[src/rtl/uart_pkg.sv]
// Shared UART definitions: TX FSM states, frame length and baud-period helper.
// Frame length follows the UART_TX_PARITY_EN macro (11 bits with parity, 10 without).
package uart_pkg;

    typedef enum logic [1:0] {
        IDLE,
        FETCH,
        SHIFT
    } tx_state_e;

`ifdef UART_TX_PARITY_EN
    localparam int UART_FRAME_BITS = 11;
`else
    localparam int UART_FRAME_BITS = 10;
`endif

    // Clock cycles per bit, floored at 2 so the baud counter is never zero-width.
    function automatic int symbol_edge_time(input int clock_freq, input int baud);
        int t;
        t = clock_freq / baud;
        return (t < 2) ? 2 : t;
    endfunction

endpackage

[src/rtl/uart_fifo_tx_if.sv]
// Read-port bundle between the TX FIFO and the drain engine.
// master = engine (issues reads), slave = FIFO (supplies flag and data).
interface uart_fifo_tx_if;

    logic       fifo_empty;
    logic       fifo_rd_en;
    logic [7:0] fifo_dout;

    modport master (
        output fifo_rd_en,
        input  fifo_empty,
        input  fifo_dout
    );

    modport slave (
        input  fifo_rd_en,
        output fifo_empty,
        output fifo_dout
    );

endinterface

[src/rtl/uart_fifo_tx_baud_tick.sv]
// Bit-period timer: one-cycle tick every T enabled cycles, held at reload while disabled.
module baud_tick #(
    parameter int T = 2
) (
    input  logic clk,
    input  logic rst,
    input  logic enable,
    output logic tick
);

    localparam int          CNT_W  = $clog2(T);
    localparam logic [CNT_W-1:0] RELOAD = CNT_W'(T - 1);

    logic [CNT_W-1:0] count;

    // NOTE: sequential state is assigned with <= only, so every flop samples pre-edge values.
    always_ff @(posedge clk or negedge rst) begin
        if (!rst) begin
            count <= RELOAD;
        end else if (!enable || count == '0) begin
            count <= RELOAD;
        end else begin
            count <= count - 1'b1;
        end
    end

    assign tick = enable && (count == '0);

endmodule

[src/rtl/uart_fifo_tx.sv]
// TX FIFO drain engine: pops one byte per frame and shifts it out as 8N1 (8E1 when
// UART_TX_PARITY_EN is defined), LSB first, with a one-cycle idle hold after each stop bit.
module uart_fifo_tx
    import uart_pkg::*;
#(
    parameter int CLOCK_FREQ = 125_000_000,
    parameter int BAUD_RATE  = 115_200
) (
    input  logic                  clk,
    input  logic                  rst,
    input  logic                  tx_enable,
    uart_fifo_tx_if.master        fifo,
    output logic                  serial_out,
    output logic                  busy,
    output logic [15:0]           frames_sent
);

    localparam int SYMBOL_EDGE_TIME = symbol_edge_time(CLOCK_FREQ, BAUD_RATE);
    localparam int BIT_W            = $clog2(UART_FRAME_BITS);
    localparam logic [BIT_W-1:0] LAST_BIT = BIT_W'(UART_FRAME_BITS - 1);

    tx_state_e                  state;
    tx_state_e                  state_next;
    logic [UART_FRAME_BITS-1:0] shreg;
    logic [BIT_W-1:0]           bit_idx;
    logic                       hold_off;
    logic                       start;
    logic                       tick;
    logic                       last_bit;

    function automatic logic [UART_FRAME_BITS-1:0] build_frame(input logic [7:0] d);
`ifdef UART_TX_PARITY_EN
        return {1'b1, ^d, d, 1'b0};
`else
        return {1'b1, d, 1'b0};
`endif
    endfunction

    baud_tick #(
        .T(SYMBOL_EDGE_TIME)
    ) u_baud_tick (
        .clk    (clk),
        .rst    (rst),
        .enable (state == SHIFT),
        .tick   (tick)
    );

    // Reset gates the read strobe so no byte is popped while the engine is held.
    assign start    = rst && !hold_off && tx_enable && !fifo.fifo_empty;
    assign last_bit = (bit_idx == LAST_BIT);

    // NOTE: every output of this block gets a default first, so no path infers a latch.
    always_comb begin
        state_next      = state;
        fifo.fifo_rd_en = 1'b0;
        busy            = 1'b1;
        case (state)
            IDLE: begin
                busy = start;
                if (start) begin
                    fifo.fifo_rd_en = 1'b1;
                    state_next      = FETCH;
                end
            end
            FETCH: state_next = SHIFT;
            SHIFT: begin
                if (tick && last_bit) begin
                    state_next = IDLE;
                end
            end
            default: state_next = IDLE;
        endcase
    end

    always_ff @(posedge clk or negedge rst) begin
        if (!rst) begin
            state <= IDLE;
        end else begin
            state <= state_next;
        end
    end

    // Shift register refills with ones, so the line rests high outside a frame.
    always_ff @(posedge clk or negedge rst) begin
        if (!rst) begin
            shreg       <= '1;
            bit_idx     <= '0;
            hold_off    <= 1'b0;
            frames_sent <= '0;
        end else begin
            hold_off <= 1'b0;
            case (state)
                FETCH: begin
                    shreg   <= build_frame(fifo.fifo_dout);
                    bit_idx <= '0;
                end
                SHIFT: begin
                    if (tick) begin
                        shreg <= {1'b1, shreg[UART_FRAME_BITS-1:1]};
                        if (last_bit) begin
                            frames_sent <= frames_sent + 16'd1;
                            hold_off    <= 1'b1;
                        end else begin
                            bit_idx <= bit_idx + 1'b1;
                        end
                    end
                end
                default: ;
            endcase
        end
    end

    assign serial_out = shreg[0];

endmodule
[src/flat_wrapper.sv]
// flat-port wrapper written by rule: the top's interface ports become plain ports
module uart_fifo_tx_flat import uart_pkg::*;
#(
    parameter int CLOCK_FREQ = 125_000_000,
    parameter int BAUD_RATE  = 115_200
)
  (clk, rst, tx_enable, serial_out, busy, frames_sent, fifo_fifo_rd_en, fifo_fifo_empty, fifo_fifo_dout);
  uart_fifo_tx_if fifo_i ();
  input  logic clk;
  input  logic rst;
  input  logic tx_enable;
  output logic serial_out;
  output logic busy;
  output logic [15:0] frames_sent;
  output wire logic [$bits(fifo_i.fifo_rd_en)-1:0] fifo_fifo_rd_en;
  input wire logic [$bits(fifo_i.fifo_empty)-1:0] fifo_fifo_empty;
  input wire logic [$bits(fifo_i.fifo_dout)-1:0] fifo_fifo_dout;
  assign fifo_fifo_rd_en = fifo_i.fifo_rd_en;
  assign fifo_i.fifo_empty = fifo_fifo_empty;
  assign fifo_i.fifo_dout = fifo_fifo_dout;
  uart_fifo_tx #(.CLOCK_FREQ(CLOCK_FREQ), .BAUD_RATE(BAUD_RATE)) u_core (.clk(clk), .rst(rst), .tx_enable(tx_enable), .fifo(fifo_i), .serial_out(serial_out), .busy(busy), .frames_sent(frames_sent));
endmodule
[config.mk]
export PLATFORM = sky130hd
export DESIGN_NAME = uart_fifo_tx_flat
export DESIGN_NICKNAME = d
export VERILOG_FILES = /design/src/rtl/uart_pkg.sv /design/src/rtl/uart_fifo_tx_if.sv /design/src/rtl/uart_fifo_tx_baud_tick.sv /design/src/rtl/uart_fifo_tx.sv /design/src/flat_wrapper.sv
export SDC_FILE = /design/constraint.sdc
export NUM_CORES = 1
export LEC_CHECK = 0
export BUFFER_PORTS_ARGS = -buffer_cell sky130_fd_sc_hd__buf_2
export CORE_MARGIN = 1
export CORE_UTILIZATION = 56
export CTS_CLUSTER_DIAMETER = 50
export CTS_CLUSTER_SIZE = 24
export DETAILED_ROUTE_END_ITERATION = 12
export PLACE_DENSITY = 0.83
export SLEW_MARGIN = 10
export SYNTH_ARGS = -nofsm -noshare
export SYNTH_HDL_FRONTEND = slang
export SYNTH_HIERARCHICAL = 1
export SYNTH_SLANG_ARGS = --single-unit
[constraint.sdc]
create_clock -name clk -period 4.4 [get_ports clk]
set_input_delay 0.22 -clock clk [delete_from_list [all_inputs] [get_ports clk]]
set_output_delay 0.22 -clock clk [all_outputs]
set_load 0.01 [all_outputs]
==> flow_metrics.env <==
export IMPL_synth_cell_types=42
export IMPL_vias_per_cell=5.57
export IMPL_nNetsFinal=252
export IMPL_crit_end="u_core/frames_sent[8]"
export IMPL_critPathMaxFanout=10
export IMPL_ff2ff_path_depth=9
export IMPL_num_vias=1587
export IMPL_ant_nets=0
export IMPL_syn_nets=222
export IMPL_fin_setup_tns_ps=0
export IMPL_status="completed"
export IMPL_clk_latency_ps=300
export IMPL_crit_required_ps=4590
export IMPL_cts_buffers=5
export IMPL_cts_setup_buffers=0
export IMPL_setup_violations=0
export IMPL_drc_errors=0
export IMPL_routedWlPerCell_microns=13.8
export IMPL_antenna_found_initial=0
export IMPL_grt_pass1_vias=1459
export IMPL_synth_edf_count=0
export IMPL_initialDrtViolationCount=121
export IMPL_clock_path_buffers=2
export IMPL_start_util=0.591
export IMPL_cts_root_buf="clkbuf_8"
export IMPL_grt_overflow=0
export IMPL_crit_type="flop to flop"
export IMPL_die_area_sq_um=4150
export IMPL_cp_end_kind="flop"
export IMPL_dp_cells=277
export IMPL_ir_drop_mv=0.207
export IMPL_n_fill_cell=308
export IMPL_async_reset_ff_frac=1.00
export IMPL_gp_congestion=0.762
export IMPL_core_area_sq_um=3690
export IMPL_rsz0062_at_grt="false"
export IMPL_clock_skew_ps=5.43
export IMPL_postCtsHoldBufs=0
export IMPL_post_cts_resized=0
export IMPL_critPathArrivalTime_ps=3750
export IMPL_num_antenna_cells=0
export IMPL_cts_tree="done"
export IMPL_ys_seq_area_frac=0.502
export IMPL_holdCritPathClass="input pin to async pin"
export IMPL_synthToLayoutAreaGrowth_pct=11.5
export IMPL_numPortBuffers=30
export IMPL_htreeDepth=2
export IMPL_final_cells=285
export IMPL_cap_violations=0
export IMPL_drive_gt1_frac=0.291
export IMPL_min_period_ps=3560
export IMPL_ys_seq_elements=43
export IMPL_dr_pass1_iters=6
export IMPL_cts_reportedPaths_clkPinSlew_ps=80
export IMPL_max_slew_worst_pin_slew_ps=906
export IMPL_maxSlewViolCount=0
export IMPL_ios=31
export IMPL_row_count=22
export IMPL_clock_sinks=43
export IMPL_fin_crit_sh=0.810
export IMPL_grt_max_degree=45
export IMPL_die_w_microns=64.4
export IMPL_relSlewSlack=0.396
export IMPL_syn_cell_area_sq_um=2180
export IMPL_die_y_microns=64.4
export IMPL_grt_pass1_wl_microns=6650
export IMPL_max_freq_ghz=0.281
export IMPL_multiInputGateArea_sq_um=1020
export IMPL_synth_ff_type="dfrtp_1"
export IMPL_grt_total_usage=0.214
export IMPL_r2r_start="u_core/u_baud_tick/count[0]"
export IMPL_power_density_nw_per_um2=403
export IMPL_timing_final_hold_violations=0
export IMPL_start_kind="flop"
export IMPL_r2r_end="u_core/frames_sent[8]"
export IMPL_wirelength_microns=3930
export IMPL_dpl_hpwl_microns=2730
export IMPL_regArea_sq_um=1090
export IMPL_leakage_uw=0.00113
export IMPL_ys_warn_count=6
export IMPL_netlist_instances=206
export IMPL_syn_area_per_cell_sq_um=10.6
export IMPL_crit_start="u_core/u_baud_tick/count[0]"
export IMPL_rrSetupSlack_ps=840
[logic make-up after synthesis]
group	Yosys count	synth area share
AND/OR/NAND/NOR	83	0.212
flip-flops	43	0.502
AO/OA/AOI/OAI	32	0.0942
XOR/XNOR	17	0.0718
multiplexers	14	0.0683
buffers and inverters	13	0.0293
adder cells (fa/ha/maj)	4	0.0230
[Yosys cell counts (2+ instances only)]
cell type | instances | area share
xor2_1 | 8 | 0.032
nand2b_1 | 4 | 0.011
xnor2_1 | 8 | 0.032
nor2_1 | 7 | 0.012
o41ai_1 | 2 | 0.0080
nand4_1 | 4 | 0.011
dfstp_2 | 14 | 0.17
nand2_1 | 26 | 0.045
dfrtp_1 | 29 | 0.33
mux2i_1 | 7 | 0.032
or4_4 | 3 | 0.015
a21oi_1 | 7 | 0.016
nand3_1 | 10 | 0.023
inv_1 | 6 | 0.010
o21ai_0 | 16 | 0.037
or3_1 | 5 | 0.014
clkbuf_1 | 5 | 0.0086
buf_6 | 2 | 0.010
nor3_1 | 9 | 0.021
ha_1 | 4 | 0.023
mux2_2 | 7 | 0.036
or3_2 | 3 | 0.010
[sequential cells by signal, indices dropped and copies added, names as in the netlist]
signal,cells
u_core/frames_sent,16
u_core/hold_off,1
u_core/state,2
u_core/bit_idx,4
u_core/shreg,9
u_core/u_baud_tick/count,11
[metrics by stage]
stage	utilization	instance area, sq um	setup slack, ps	hold slack (ps)	total power, uW
2_1_floorplan	-	2180	1080	-75.6	692
3_3_place_gp	0.637	2350	944	404	739
3_5_place_dp	0.637	2350	851	405	749
4_1_cts	0.659	2430	823	74.9	988
5_1_grt	0.659	2430	654	139	1040
6_report	0.659	2430	836	47.1	979
[cell type report]
type / count / share of cell area
flip-flops and latches: 43 / 0.450
clock inverters: 1 / 0.00206
well taps: 48 / 0.0247
multi-input cells: 150 / 0.421
repair buffers: 30 / 0.0618
inverters: 6 / 0.00927
clock buffers: 7 / 0.0314
[cells in the final DEF, fill, tap and decap left out, drive strengths merged, types with 2 or more instances in the layout]
cell type / synthesis / layout
a21oi: 7 / 7
buf: 2 / 30
clkbuf: 5 / 7
dfrtp: 29 / 29
dfstp: 14 / 14
ha: 4 / 4
inv: 6 / 6
mux2: 7 / 7
mux2i: 7 / 7
nand2: 26 / 26
nand2b: 4 / 4
nand3: 10 / 10
nand4: 4 / 4
nor2: 7 / 7
nor3: 9 / 9
nor3b: 2 / 2
o21ai: 16 / 16
o41ai: 2 / 2
or3: 8 / 8
or4: 3 / 3
or4b: 2 / 2
xnor2: 9 / 9
xor2: 8 / 8
[critical path, cell delays in order (launching register included)]
cell and delay, ps:
dfrtp_1 400, inv_1 60, ha_1 170, or4b_4 520, or4_4 430, nor3b_2 350
nand4b_1 230, or3b_1 580, or4_4 580, xnor2_2 140
[power by group]
part	leakage, uW	switching, uW	internal [uW]
Combinational	0.000540	94.4	99.5
Clock	0.0000422	126	111
Sequential	0.000548	70.6	478
Total	0.00113	291	688
[routing by layer]
layer  vias up  GRT usage  part of all wire
li1        791          -                 -
met1       774      0.275              0.48
met2        17      0.334              0.48
met3         5     0.0500             0.024
met4         0      0.114             0.017
met5         -          0                 0
[how the worst min path moves through the flow]
stage	startpoint	to	slack [ps]	cells after the start
after CTS	rst	u_core/state[0]	70	1
after detailed placement	rst	u_core/frames_sent[13]	410	1
after global routing	rst	u_core/frames_sent[13]	140	1
final	rst	u_core/frames_sent[15]	50	1
after floorplan	rst	u_core/bit_idx[0]	-80	0
after global placement	rst	u_core/frames_sent[13]	400	1
Power figures use the tool's default switching activity.
